$ cat config.mk
export PLATFORM = sky130hd
export DESIGN_NAME = reset_sequencer
export DESIGN_NICKNAME = d
export VERILOG_FILES = /design/src/rtl/reset_sequencer.sv
export SDC_FILE = /design/constraint.sdc
export NUM_CORES = 1
export LEC_CHECK = 0
export CAP_MARGIN = 20
export CELL_PAD_IN_SITES_DETAIL_PLACEMENT = 0
export CELL_PAD_IN_SITES_GLOBAL_PLACEMENT = 1
export CORE_MARGIN = 8
export CORE_UTILIZATION = 35
export CTS_BUF_LIST = sky130_fd_sc_hd__clkbuf_8 sky130_fd_sc_hd__clkbuf_16
export CTS_CLUSTER_SIZE = 10
export DETAILED_ROUTE_END_ITERATION = 10
export HOLD_SLACK_MARGIN = 0.08
export PLACE_DENSITY_LB_ADDON = 0.1
export SLEW_MARGIN = 20
export SYNTH_ARGS = -nofsm -noshare
export SYNTH_HDL_FRONTEND = slang
export SYNTH_SLANG_ARGS = --single-unit
$ cat constraint.sdc
create_clock -name clk -period 2.98 [get_ports clk]
set_clock_uncertainty 0.1 [all_clocks]
set_input_delay 0.745 -clock clk [delete_from_list [all_inputs] [get_ports clk]]
set_output_delay 0.745 -clock clk [all_outputs]
set_load 0.05 [all_outputs]
$ cat src/rtl/reset_sequencer.sv
// Reset sequencer: holds every downstream stage in reset, then releases the
// stages one at a time in index order. Each release waits for that stage's
// acknowledge, with an optional idle gap before the next release.
// A missing acknowledge parks the sequencer in FAULT until a soft start.
module reset_sequencer #(
  parameter int NUM_STAGES  = 4,
  parameter int HOLD_CYCLES = 8,
  parameter int ACK_TIMEOUT = 255,
  parameter int GAP_CYCLES  = 2,
  localparam int STAGE_W    = (NUM_STAGES > 1) ? $clog2(NUM_STAGES) : 1
) (
  input  logic                  clk,
  input  logic                  reset,
  input  logic                  start,
  input  logic [NUM_STAGES-1:0] stage_ack,
  output logic [NUM_STAGES-1:0] stage_reset,
  output logic [STAGE_W-1:0]    cur_stage,
  output logic                  busy,
  output logic                  done,
  output logic                  timeout_err,
  output logic [STAGE_W-1:0]    err_stage
);

  // A single down-counter serves the hold, timeout and gap phases, so it is
  // sized for the longest of the three.
  localparam int CNT_MAX_HT = (HOLD_CYCLES > ACK_TIMEOUT) ? HOLD_CYCLES : ACK_TIMEOUT;
  localparam int CNT_MAX    = (CNT_MAX_HT > GAP_CYCLES) ? CNT_MAX_HT : GAP_CYCLES;
  localparam int CNT_W      = $clog2(CNT_MAX + 1);

  // Each phase loads N-1 and leaves when the counter reads zero, giving N cycles.
  localparam logic [CNT_W-1:0] HOLD_LOAD = CNT_W'(HOLD_CYCLES - 1);
  localparam logic [CNT_W-1:0] ACK_LOAD  = CNT_W'(ACK_TIMEOUT - 1);
  localparam logic [CNT_W-1:0] GAP_LOAD  = CNT_W'((GAP_CYCLES > 0) ? GAP_CYCLES - 1 : 0);
  localparam logic [STAGE_W-1:0] LAST_STAGE = STAGE_W'(NUM_STAGES - 1);

  typedef enum logic [2:0] {
    S_IDLE,
    S_ASSERT,
    S_WAIT_ACK,
    S_GAP,
    S_FAULT
  } state_e;

  state_e                  state_q, state_d;
  logic [CNT_W-1:0]        cnt_q, cnt_d;
  logic [NUM_STAGES-1:0]   stage_reset_q, stage_reset_d;
  logic [STAGE_W-1:0]      cur_stage_q, cur_stage_d;
  logic                    done_q, done_d;
  logic                    timeout_err_q, timeout_err_d;
  logic [STAGE_W-1:0]      err_stage_q, err_stage_d;
  logic [STAGE_W-1:0]      next_stage;

  assign next_stage = cur_stage_q + 1'b1;

  // Next-state and next-output logic for the sequencing FSM.
  always_comb begin
    // NOTE: every signal assigned here gets a default first, so no path can
    // leave one unassigned and infer a latch.
    state_d       = state_q;
    cnt_d         = cnt_q;
    stage_reset_d = stage_reset_q;
    cur_stage_d   = cur_stage_q;
    done_d        = 1'b0;
    timeout_err_d = timeout_err_q;
    err_stage_d   = err_stage_q;

    case (state_q)
      S_IDLE, S_FAULT: begin
        // Soft start restarts the whole sequence with a fresh hold period.
        if (start) begin
          state_d       = S_ASSERT;
          cnt_d         = HOLD_LOAD;
          stage_reset_d = '1;
          cur_stage_d   = '0;
          timeout_err_d = 1'b0;
        end
      end

      S_ASSERT: begin
        if (cnt_q == '0) begin
          state_d          = S_WAIT_ACK;
          cnt_d            = ACK_LOAD;
          cur_stage_d      = '0;
          stage_reset_d[0] = 1'b0;
        end else begin
          cnt_d = cnt_q - 1'b1;
        end
      end

      S_WAIT_ACK: begin
        // The acknowledge is tested before the timeout so that an ack on the
        // final allowed cycle still counts as success.
        if (stage_ack[cur_stage_q]) begin
          if (cur_stage_q == LAST_STAGE) begin
            state_d = S_IDLE;
            done_d  = 1'b1;
          end else if (GAP_CYCLES == 0) begin
            cnt_d                     = ACK_LOAD;
            cur_stage_d               = next_stage;
            stage_reset_d[next_stage] = 1'b0;
          end else begin
            state_d = S_GAP;
            cnt_d   = GAP_LOAD;
          end
        end else if (cnt_q == '0) begin
          state_d                    = S_FAULT;
          stage_reset_d[cur_stage_q] = 1'b1;
          timeout_err_d              = 1'b1;
          err_stage_d                = cur_stage_q;
        end else begin
          cnt_d = cnt_q - 1'b1;
        end
      end

      S_GAP: begin
        if (cnt_q == '0) begin
          state_d                   = S_WAIT_ACK;
          cnt_d                     = ACK_LOAD;
          cur_stage_d               = next_stage;
          stage_reset_d[next_stage] = 1'b0;
        end else begin
          cnt_d = cnt_q - 1'b1;
        end
      end

      default: state_d = S_IDLE;
    endcase
  end

  // State and output registers; synchronous reset starts a power-up sequence.
  always_ff @(posedge clk) begin
    // NOTE: sequential state uses non-blocking assignments so every register
    // samples the values from before this edge.
    if (reset) begin
      // NOTE: this block holds only control registers, no storage arrays,
      // so every flop is reset to a known value.
      state_q       <= S_ASSERT;
      cnt_q         <= HOLD_LOAD;
      stage_reset_q <= '1;
      cur_stage_q   <= '0;
      done_q        <= 1'b0;
      timeout_err_q <= 1'b0;
      err_stage_q   <= '0;
    end else begin
      state_q       <= state_d;
      cnt_q         <= cnt_d;
      stage_reset_q <= stage_reset_d;
      cur_stage_q   <= cur_stage_d;
      done_q        <= done_d;
      timeout_err_q <= timeout_err_d;
      err_stage_q   <= err_stage_d;
    end
  end

  assign stage_reset = stage_reset_q;
  assign cur_stage   = cur_stage_q;
  assign busy        = (state_q == S_ASSERT) || (state_q == S_WAIT_ACK) || (state_q == S_GAP);
  assign done        = done_q;
  assign timeout_err = timeout_err_q;
  assign err_stage   = err_stage_q;

endmodule
==> results of run 1 <==
==> sequential cells by signal (all words and copies together) (netlist names) <==
| register | count |
|---|---|
| done | 1 |
| err_stage | 2 |
| state_q | 3 |
| stage_reset | 4 |
| timeout_err | 1 |
| cur_stage | 2 |
| cnt_q | 8 |
==> area by class of cell <==
| class | instances | area share |
|---|---|---|
| Inverter | 8 | 0.0188 |
| Clock buffer | 3 | 0.0258 |
| Timing Repair Buffer | 26 | 0.149 |
| Clock inverter | 1 | 0.00235 |
| Multi-Input combinational cell | 119 | 0.504 |
| Tap cell | 48 | 0.0375 |
| Sequential cell | 21 | 0.263 |
==> power by group through the flow <==
stage | clock network (W) | logic, W | registers [W]
floorplan | 0 | 0.0000451 | 0.000300
CTS | 0.000194 | 0.0000667 | 0.000295
detailed placement | 0 | 0.0000665 | 0.000301
global route | 0.000212 | 0.0000742 | 0.000296
finish | 0.000194 | 0.0000670 | 0.000295
global placement | 0 | 0.0000657 | 0.000301
==> layer usage <==
| metal | vias up | GRT usage |
|---|---|---|
| met5 | - | 0 |
| met3 | 8 | 0.0342 |
| met2 | 36 | 0.183 |
| met4 | 0 | 0.0519 |
| met1 | 577 | 0.168 |
| li1 | 609 | - |
==> worst max-delay path: stages (launching register included) <==
cell and delay, ns:
dfxtp_1 0.37, o21bai_1 0.24, inv_1 0.16, clkdlybuf4s50_1 0.83
==> worst paths after layout <==
path,end,slack (ns),depth (start not counted)
hold / removal,stage_reset[0]$_SDFFE_PP1P_,0.38,1
setup reg to reg,cnt_q[2]$_SDFFE_PP1P_,0.65,6
hold reg to reg,stage_reset[0]$_SDFFE_PP1P_,0.38,1
setup / recovery,busy,0.27,3
==> per-stage QoR <==
step | util | hold WS, ns
5_1_grt | 0.444 | 0.407
2_1_floorplan | - | 0.384
3_3_place_gp | 0.431 | 0.356
4_1_cts | 0.444 | 0.385
3_5_place_dp | 0.431 | 0.361
6_report | 0.444 | 0.378
==> cells in the mapped netlist (all sizes together), types with 2 or more instances <==
cell     count  area share
o21a         3       0.018
mux2i        3       0.023
nor4         5       0.036
nand2       13       0.038
nor3         7       0.035
buf          2       0.013
o21ai        6       0.026
clkbuf       3      0.0088
a21oi       14       0.055
ha           6       0.058
nand2b       3       0.015
nor2        21       0.061
a2bb2oi      4       0.027
nand4        2      0.0097
o311ai       2       0.014
a211oi       2       0.012
nor2b        5       0.024
inv          8       0.023
nor3b        2       0.012
or3b         2       0.014
dfxtp       21        0.33
==> cell usage in the layout, fill, tap and decap left out, types with 4 or more instances in the layout <==
cell type,instances
a2bb2oi_1,4
inv_1,9
nor2b_1,5
o21ai_0,5
clkdlybuf4s50_1,17
nor2_1,21
a21oi_1,14
dfxtp_1,21
nand2_1,13
nor3_1,5
nor4_1,4
buf_4,9
ha_1,6
==> kinds of logic (layout without fill, tap and decap cells) <==
| kind of cell | Yosys count | after routing | share of synthesized area |
|---|---|---|---|
| compound gates | 41 | 41 | 0.235 |
| xor+xnor | 1 | 1 | 0.00682 |
| fa+ha+maj | 6 | 6 | 0.0584 |
| buf+inv | 13 | 38 | 0.0448 |
| flops | 21 | 21 | 0.327 |
| mux | 4 | 4 | 0.0409 |
| simple gates | 67 | 67 | 0.287 |
==> flow_summary.toml, run 1 <==
[status]
outcome = "complete, no violations"

[timing]
maxSlewHeadroom = 0.559
maxSlewViolCount = 0
worst_pin_slew_ns = 0.656
rsz0062_at_grt = "false"
fin_ws_ns = 0.274
finalHoldViolations = 0
tns_ns = 0
post-route-period-util = 0.908
setup_viol = 0
fmax_ghz = 0.370
fin_crit_ns = 2.71

[clocking]
htree_levels = 1
cts.hold.buffers_added = 0
clk_pin_slew_ns = 0.08
clock-root-buffer = "clkbuf_8"
cts_inserted_buffers = 3
cts_tree = "done"
cts-resized-gates = 0
post_cts_buffers = 0
cts.sinks = 21
worstSkewPairLatency_ns = 0.27
clockBufferDepth = 2

[grt]
grt_pass1_vias = 1206
grt_max_degree = 14
grt_usage = 0.125
antenna_found_initial = 0
overflow = 0
grt_pass1_wl_mm = 6.09

[floorplanning]
initial_utilization = 0.356
pin_count = 18
die_y_um = 76.6
dieWidth_um = 76.6
dieArea_sq_um = 5870
fp-row-count = 22
core-area_sq_um = 3610

[setup_path]
startpoint = "state_q[2]$_SDFFE_PP0P_"
startpoint_type = "register"
critPathCaptureType = "output pin"
critical_path_class = "reg2out"
rr_startpoint = "cnt_q[0]$_SDFFE_PP1P_"
path_max_fanout = 7
cp.required_ns = 2.13
critical_path_arrival_ns = 1.86

[detailed_routing]
highest_layer = "met4"
dr_total_vias = 1230
wl_met3_um = 220
ant_nets = 0
drt-vias-per-instance = 5.44
route.met2.wl_mm = 1.46
routed_wirelength_mm = 3.53
drt_first_iter_violations = 136
wl_met1_mm = 1.76
drc = 0
wl_per_cell_um = 15.6
first_pass_iters = 4

[cells_and_area]
synthToLayoutAreaGrowth_pct = 24.5
regArea_sq_um = 420
n_antenna_cell = 0
drive_gt1_frac = 0.135
design_area_sq_um = 1600
stdcell_count = 226
multi_input_comb_area_sq_um = 807
fillerInstances = 362
finalNetCount = 192

[yosys]
synth_edf_count = 0
synth_flop_cell = "dfxtp_1"
ys_seq_area_frac = 0.327
syn-cell-area_sq_um = 1280
syn_nets = 166
ys_seq_elements = 21
synth_warnings = 0
synth-async-reset-ratio = 0
syn_inst = 153
avgSynthCellArea_sq_um = 8.40
ys_types = 44

[power_and_ir_drop]
power_switching_w = 0.000145
p_comb_frac = 0.121
p_int_w = 0.000411
swShare = 0.261
power.share.clock = 0.349
total_power_w = 0.000556
leakagePower_nw = 0.590
power_density_nw_per_um2 = 347
p_seq_frac = 0.531
irDropWorstVdd_uv = 136

[min_path]
hold_start = "stage_reset[0]$_SDFFE_PP1P_"
hp-class = "reg2reg"

[placement]
dp.cells = 222
place.gp.congestion = 0.811
post-place-ws_ns = 0.172
place_area_sq_um = 1560
io_buffers = 17
hpwl_mm = 2.67

[run]
max_cap_viol_count = 0
No activity file was read; power rests on OpenSTA's default activity.
==> run 2: changes to the inputs <==
--- a/config.mk
+++ b/config.mk
@@ -13,6 +13,7 @@
 export CTS_BUF_LIST = sky130_fd_sc_hd__clkbuf_8 sky130_fd_sc_hd__clkbuf_16
 export CTS_CLUSTER_SIZE = 10
 export DETAILED_ROUTE_END_ITERATION = 10
+export GPL_ROUTABILITY_DRIVEN = 0
 export HOLD_SLACK_MARGIN = 0.08
 export PLACE_DENSITY_LB_ADDON = 0.1
 export SLEW_MARGIN = 20
==> results of run 2 <==
Final layout, timing and power as in run 1 (identical DEF).
==> run 3: changes to the inputs <==
--- a/config.mk
+++ b/config.mk
@@ -5,6 +5,7 @@
 export SDC_FILE = /design/constraint.sdc
 export NUM_CORES = 1
 export LEC_CHECK = 0
+export ABC_CLOCK_PERIOD_IN_PS = 2980
 export CAP_MARGIN = 20
 export CELL_PAD_IN_SITES_DETAIL_PLACEMENT = 0
 export CELL_PAD_IN_SITES_GLOBAL_PLACEMENT = 1
@@ -20,3 +21,4 @@
 export SYNTH_ARGS = -nofsm -noshare
 export SYNTH_HDL_FRONTEND = slang
 export SYNTH_SLANG_ARGS = --single-unit
+export TNS_END_PERCENT = 30
==> results of run 3 <==
Final layout, timing and power as in run 1 (identical DEF).
